===== src/rtl/core_sleep_ctrl_if.sv =====
// core_sleep_ctrl_if: sleep request / wake event inputs and clock-gate / status outputs of the sleep controller.
interface core_sleep_ctrl_if;
    logic        sleep_req_i;
    logic        core_busy_i;
    logic        irq_pending_i;
    logic        debug_req_i;
    logic        clr_stats_i;
    logic        clock_en_o;
    logic        sleeping_o;
    logic        abort_o;
    logic        wake_o;
    logic [15:0] sleep_cycles_o;
    modport master (
        output sleep_req_i, core_busy_i, irq_pending_i, debug_req_i, clr_stats_i,
        input  clock_en_o, sleeping_o, abort_o, wake_o, sleep_cycles_o
    );
    modport slave (
        input  sleep_req_i, core_busy_i, irq_pending_i, debug_req_i, clr_stats_i,
        output clock_en_o, sleeping_o, abort_o, wake_o, sleep_cycles_o
    );
endinterface


===== src/rtl/core_sleep_ctrl.sv =====
// core_sleep_ctrl: drains an idle core, gates its clock while asleep, and restores it on irq/debug.
module core_sleep_ctrl #(
    parameter int unsigned IDLE_CYCLES = 4,
    parameter int unsigned WAKE_CYCLES = 2
) (
    input logic              clk_i,
    input logic              rst_i,
    core_sleep_ctrl_if.slave bus
);
    typedef enum logic [1:0] {RUN, DRAIN, SLEEP, WAKE} state_t;
    localparam logic [7:0] IDLE_LAST = 8'(IDLE_CYCLES - 1);
    localparam logic [7:0] WAKE_LAST = 8'(WAKE_CYCLES - 1);
    state_t      r_state;
    logic [7:0]  r_cnt;
    logic [15:0] r_stats;
    logic        r_clk_en, r_sleeping, r_abort, r_wake;
    logic        w_wake_evt;
    assign w_wake_evt         = bus.irq_pending_i | bus.debug_req_i;
    assign bus.clock_en_o     = r_clk_en;
    assign bus.sleeping_o     = r_sleeping;
    assign bus.abort_o        = r_abort;
    assign bus.wake_o         = r_wake;
    assign bus.sleep_cycles_o = r_stats;
    // Outputs are written alongside the state transition so they track the registered state exactly.
    always_ff @(posedge clk_i) begin
        if (rst_i) begin
            r_state    <= RUN;
            r_cnt      <= '0;
            r_stats    <= '0;
            r_clk_en   <= 1'b1;
            r_sleeping <= 1'b0;
            r_abort    <= 1'b0;
            r_wake     <= 1'b0;
        end else begin
            r_abort <= 1'b0;
            r_wake  <= 1'b0;
            case (r_state)
                RUN: if (bus.sleep_req_i && !w_wake_evt) begin
                    r_state <= DRAIN;
                    r_cnt   <= '0;
                end
                DRAIN: if (w_wake_evt || !bus.sleep_req_i) begin
                    r_state <= RUN;
                    r_abort <= 1'b1;
                end else if (bus.core_busy_i) begin
                    r_cnt <= '0;
                end else begin
                    r_cnt <= r_cnt + 8'd1;
                    if (r_cnt == IDLE_LAST) begin
                        r_state    <= SLEEP;
                        r_clk_en   <= 1'b0;
                        r_sleeping <= 1'b1;
                    end
                end
                SLEEP: if (w_wake_evt) begin
                    r_state    <= WAKE;
                    r_cnt      <= '0;
                    r_clk_en   <= 1'b1;
                    r_sleeping <= 1'b0;
                end
                WAKE: if (r_cnt == WAKE_LAST) begin
                    r_state <= RUN;
                    r_wake  <= 1'b1;
                end else begin
                    r_cnt <= r_cnt + 8'd1;
                end
                default: r_state <= RUN;
            endcase
            r_stats <= bus.clr_stats_i ? 16'h0000 :
                       (r_state == SLEEP && r_stats != 16'hFFFF) ? r_stats + 16'd1 : r_stats;
        end
    end
endmodule

===== src/flat_wrapper.sv =====
// flat-port wrapper written by rule: the top's interface ports become plain ports
module core_sleep_ctrl_flat 
#(
    parameter int unsigned IDLE_CYCLES = 4,
    parameter int unsigned WAKE_CYCLES = 2
)
  (clk_i, rst_i, bus_sleep_req_i, bus_core_busy_i, bus_irq_pending_i, bus_debug_req_i, bus_clr_stats_i, bus_clock_en_o, bus_sleeping_o, bus_abort_o, bus_wake_o, bus_sleep_cycles_o);
  core_sleep_ctrl_if bus_i ();
  input logic clk_i;
  input logic rst_i;
  input wire logic [$bits(bus_i.sleep_req_i)-1:0] bus_sleep_req_i;
  input wire logic [$bits(bus_i.core_busy_i)-1:0] bus_core_busy_i;
  input wire logic [$bits(bus_i.irq_pending_i)-1:0] bus_irq_pending_i;
  input wire logic [$bits(bus_i.debug_req_i)-1:0] bus_debug_req_i;
  input wire logic [$bits(bus_i.clr_stats_i)-1:0] bus_clr_stats_i;
  output wire logic [$bits(bus_i.clock_en_o)-1:0] bus_clock_en_o;
  output wire logic [$bits(bus_i.sleeping_o)-1:0] bus_sleeping_o;
  output wire logic [$bits(bus_i.abort_o)-1:0] bus_abort_o;
  output wire logic [$bits(bus_i.wake_o)-1:0] bus_wake_o;
  output wire logic [$bits(bus_i.sleep_cycles_o)-1:0] bus_sleep_cycles_o;
  assign bus_i.sleep_req_i = bus_sleep_req_i;
  assign bus_i.core_busy_i = bus_core_busy_i;
  assign bus_i.irq_pending_i = bus_irq_pending_i;
  assign bus_i.debug_req_i = bus_debug_req_i;
  assign bus_i.clr_stats_i = bus_clr_stats_i;
  assign bus_clock_en_o = bus_i.clock_en_o;
  assign bus_sleeping_o = bus_i.sleeping_o;
  assign bus_abort_o = bus_i.abort_o;
  assign bus_wake_o = bus_i.wake_o;
  assign bus_sleep_cycles_o = bus_i.sleep_cycles_o;
  core_sleep_ctrl #(.IDLE_CYCLES(IDLE_CYCLES), .WAKE_CYCLES(WAKE_CYCLES)) u_core (.clk_i(clk_i), .rst_i(rst_i), .bus(bus_i));
endmodule

===== config.mk =====
export PLATFORM = sky130hd
export DESIGN_NAME = core_sleep_ctrl_flat
export DESIGN_NICKNAME = d
export VERILOG_FILES = /design/src/rtl/core_sleep_ctrl_if.sv /design/src/rtl/core_sleep_ctrl.sv /design/src/flat_wrapper.sv
export SDC_FILE = /design/constraint.sdc
export NUM_CORES = 1
export LEC_CHECK = 0
export BUFFER_PORTS_ARGS = -buffer_cell sky130_fd_sc_hd__buf_2
export CAP_MARGIN = 20
export CORE_MARGIN = 4
export CORE_UTILIZATION = 49
export CTS_CLUSTER_DIAMETER = 40
export DETAILED_ROUTE_END_ITERATION = 12
export GPL_TIMING_DRIVEN = 0
export PLACE_DENSITY_LB_ADDON = 0.05
export SLEW_MARGIN = 20
export SYNTH_ARGS = -nofsm -noshare
export SYNTH_HDL_FRONTEND = slang
export SYNTH_SLANG_ARGS = --single-unit

===== constraint.sdc =====
create_clock -name clk_i -period 1.77 [get_ports clk_i]
set_input_delay 0.0885 -clock clk_i [delete_from_list [all_inputs] [get_ports clk_i]]
set_output_delay 0.0885 -clock clk_i [all_outputs]
set_load 0.1 [all_outputs]

### Word level (Yosys, flattened, before mapping)

Cells that the tools add are included.

* $add $sub $neg: 2
* equal/unequal tests: 15
* mux-type cells: 25
* bitwise gates (word level): 3
* reduce and logical (&&, ||, !) cells: 13

Operator list (count)
* 8-bit two-way mux: 5
* 8-bit case mux with 4 select lines: 1
* 16-bit by 1-bit adder with 16-bit output, second input constant: 1
* 16-bit inequality test, second input constant: 1
* 2-bit two-way mux: 6
* 1-bit two-way mux: 10
* 5-bit AND reduction: 2
* 8-bit by 1-bit adder with 8-bit output, second input constant: 1
* 8-bit by 1-bit equality test with 1-bit output, second input constant: 1
* 8-bit by 2-bit equality test with 1-bit output, second input constant: 1
* 2-bit by 1-bit inequality test with 1-bit output, second input constant: 4
* 2-bit case mux with 4 select lines: 1
* 2-bit inequality test, second input constant: 3
* 2-bit OR reduction: 3
* 2-bit equality test, second input constant: 2
* 1-bit case mux with 2 select lines: 2
* 4-bit AND reduction: 1
* 3-bit by 1-bit inequality test with 1-bit output, second input constant: 1
* 3-bit by 2-bit inequality test with 1-bit output, second input constant: 1
* 2-bit by 1-bit equality test with 1-bit output, second input constant: 1
* 1-bit logical AND: 2
* 1-bit logical NOT: 2
* 2-bit logical NOT: 1
* 1-bit NOT: 2
* other kinds (3): 3

* register bits: 30
* bits of input ports: 7
* output and inout bits: 20
* logic and storage cells: 65

### Depth between registers and ports, before layout

* word-level depth: 5
* gate-level depth with buffers: 7

### Worst setup path after synthesis

No wires, ideal clock.

* kind: reg2reg
* start: reg u_core.r_stats[0] (netlist: u_core.bus.sleep_cycles_o[0])
* end: reg u_core.r_stats[1] (netlist: u_core.bus.sleep_cycles_o[1])
* library setup time: 128 ps
* arrival: 2448 ps
* required time: 1642 ps
* slack: -806 ps
* stages on the path, launching flop included: 7
* buffers on the path: 1
* clock period less this slack: 2576 ps
* cells stage by stage: dfxtp_1 -> ha_1 -> nand3_1 -> o41ai_2 -> buf_2 -> mux2i_1 -> nor2_1

* word-level cells in the longest chain between the ends: 2

RTL lines
* start: declaration: RTL line core_sleep_ctrl.sv:15 `logic [15:0] r_stats;`
* start signal: assignment: RTL line core_sleep_ctrl.sv:69 `r_stats <= bus.clr_stats_i ? 16'h0000 :`
* parallel branches: the longest is 2 deep, another holds 16-bit by 1-bit adder with 16-bit output

Several ways; the timed one is not identified.
A chain may end at the register's enable or synchronous reset.

### Final worst setup path

* start: reg u_core.r_stats[3] (netlist: u_core.bus.sleep_cycles_o[3])
* end: reg u_core.r_stats[15] (netlist: u_core.bus.sleep_cycles_o[15])

The elaborated chain is that of the path after synthesis.

==> results_dict.tcl <==
set metrics [dict create \
    status "finished, violations left" \
    violations "negative setup slack" \
    yosysUniqueCellTypes 40 \
    power_frac_clock_pct 36.3 \
    cts_num_sinks 30 \
    io_buffers 26 \
    cap_violations 0 \
    cts_max_path_buffers 2 \
    period_share_pct 100.0 \
    synth_commonest_cells "dfxtp_1, a21oi_1" \
    yosys-top-cells-area "dfxtp_1, a21oi_1, o31ai_1" \
    finalCriticalPeriod_ns 1.770 \
    postSynthCellCount 173 \
    yosysMostFrequentCell "dfxtp_1" \
    power.density_nw_per_um2 581.0 \
    dpl_cell_area_um2 1777 \
    clock_skew_ns 0.02269 \
    worstPathRequired_ns 2.04 \
    cts_root_buf "clkbuf_4" \
    cts_tree "done" \
    rsz0062_at_grt "yes" \
    grt_max_degree 11 \
    end_kind "register" \
    ys_seq_area_share_pct 40.10 \
    path_class "reg2reg" \
    antenna_found_initial 0 \
    route.detailed.drc 0 \
    clkTransAtPathRegs_ns 0.12 \
    vias 1491 \
    p_leak_nw 0.6484 \
    synth-seq-cells 30 \
    grt_pass1_wl_um 6306 \
    area_growth_pct 28.32 \
    seq_area_um2 668.1 \
    fp.dieH_um 63.29 \
    wl_per_cell_um 14.75 \
    p_int_uw 822.0 \
    synth_edf_count 0 \
    antenna_cells 0 \
    synth.net_count 184 \
    startpoint_type "register" \
    final-hold-violation-count 0 \
    top_level_ports 27 \
    drt-total-wl_um 3584 \
    yosysWarnings 0 \
    finalNetCount 222 \
    coreArea_um2 2829 \
    stdcell_count 243 \
    fmax_mhz 564.9 \
    maxSlewHeadroom_pct 60.69 \
    setup-violations-final 1 \
    synth_top_area_share_pct 40.10 \
    cts_buffers 5 \
    synth-main-ff-cell "dfxtp_1" \
    final_area_um2 1922 \
    dp_hpwl_um 2418 \
    placed_cells 230 \
    vdd_drop_max_mv 0.4284 \
    p_seq_share_pct 58.9 \
    power_mw 1.117 \
    die_area_um2 4005 \
    worst-path-max-fanout 7 \
    grt_usage_pct 19.60 \
    synth_area_per_cell_um2 8.657 \
    grt_pass1_vias 1438 \
    gp_congestion 0.8412 \
    arrival_ns 2.04 \
    drt_pass1_iterations 5 \
    swShare_pct 26.38 \
    nFillCells 234 \
    synth-async-reset-ratio_pct 0 \
    drt-initial-drc-count 97 \
    yosysTopAreaCell "dfxtp_1" \
    viasPerCell 6.136 \
    combPwrFrac_pct 4.7 \
    multiInputGateArea_um2 922.1 \
    setup_slack_ns -0.0001574 \
    die_w_um 63.29 \
    p_sw_uw 294.6 \
    gr-total-overflow 0 \
    h-tree-depth 2 \
    final_layout_size_suffix_gt1_share_pct 36.32 \
    hold_class "in2reg" \
    ant_nets 0 \
    insertion_delay_ns 0.35 \
    synth_area_um2 1498 \
    worst_pin_slew_ns 0.5857 \
    slew_violations 0 \
    start_util_pct 52.94 \
    fp-row-count 19 \
]
registers in the layout (all words and copies together) (netlist names), named ones only:
register,count
u_core.bus.abort_o,1
u_core.bus.sleep_cycles_o,16
u_core.bus.sleeping_o,1
u_core.r_cnt,8
u_core.r_state,1
u_core.bus.wake_o,1
u_core.bus.clock_en_o,1
cell families after synthesis:
kind of cell / count (synthesis) / share of synthesized area [%]
xor gates and xnor gates: 4 / 2.340
DFF: 30 / 40.10
adders and majority gates: 4 / 3.342
AOI/OAI and AO/OA: 53 / 22.06
buffers and inverters: 13 / 3.926
and+or+nand+nor: 68 / 27.57
muxes: 1 / 0.6684
area by class of cell:
class                      instances  share of cell area, %
sequential                        30                  34.77
buffer                             5                  1.823
inverter                           5                 0.9766
clock buffer                       6                  2.148
timing repair buffer              33                  9.831
tap                               31                  2.018
clock inverter                     2                 0.4557
multi-input combinational        131                  47.98
final timing paths:
kind / startpoint / to / slack (ns) / cells after the start
setup / recovery: u_core.bus.sleep_cycles_o[3] / u_core.bus.sleep_cycles_o[15] / -0.0002 / 5
hold / removal: bus_irq_pending_i / u_core.bus.clock_en_o / 0.21 / 4
setup reg to reg: u_core.bus.sleep_cycles_o[3] / u_core.bus.sleep_cycles_o[15] / -0.0002 / 5
hold reg to reg: u_core.bus.clock_en_o / u_core.bus.clock_en_o / 0.47 / 2
timing repair:
action	in CTS	in global routing
buffers inserted	2	4
cloned	0	1
hold buffers	1	0
setup endpoints to repair	13	19
gates resized for setup	7	10
endpoints found under the hold margin	4	0
pin swaps	7	6
routing by layer:
layer	track usage [%]	part of all wire (%)	vias up
met5	0	0	-
met4	12.13	2.4	0
met3	4.263	3.5	7
met2	33.86	52	30
met1	21.77	42	707
li1	-	-	747
power groups by stage:
stage,sequential (mW),combinational [mW],clock (mW)
3_3_place_gp,0.671,0.0515,0
5_1_grt,0.659,0.0584,0.451
2_1_floorplan,0.676,0.0297,0
6_report,0.658,0.0527,0.406
3_5_place_dp,0.671,0.0528,0
4_1_cts,0.657,0.0507,0.410
critical path: stages (launching register included):
cell,delay (ns)
dfxtp_4,0.39
nand4_1,0.09
buf_6,0.15
or4_4,0.52
or4_1,0.41
a21oi_1,0.13
cell usage in the layout, fill, tap and decap left out, types with 7 or more instances in the layout:
master	instances
or3_1	10
o31ai_1	11
a21oi_1	19
nand2_1	7
dfxtp_1	10
or4_1	10
nor2_1	7
buf_2	27
nand3_1	9
o21ai_0	11
dfxtp_4	17
through the flow:
stage	setup slack (ns)	util, %	hold WS (ns)	TNS [ns]
after floorplan	-0.1122	-	0.1609	-0.3506
after global placement	-0.1209	62.80	0.3287	-0.4248
after detailed placement	-0.1618	62.80	0.3298	-0.8041
after CTS	0.009934	65.33	0.1568	0
after global routing	-0.03930	67.93	0.2196	-0.1019
final	-0.0001574	67.93	0.2098	-0.0001574
(Power assumes the default switching activity.)
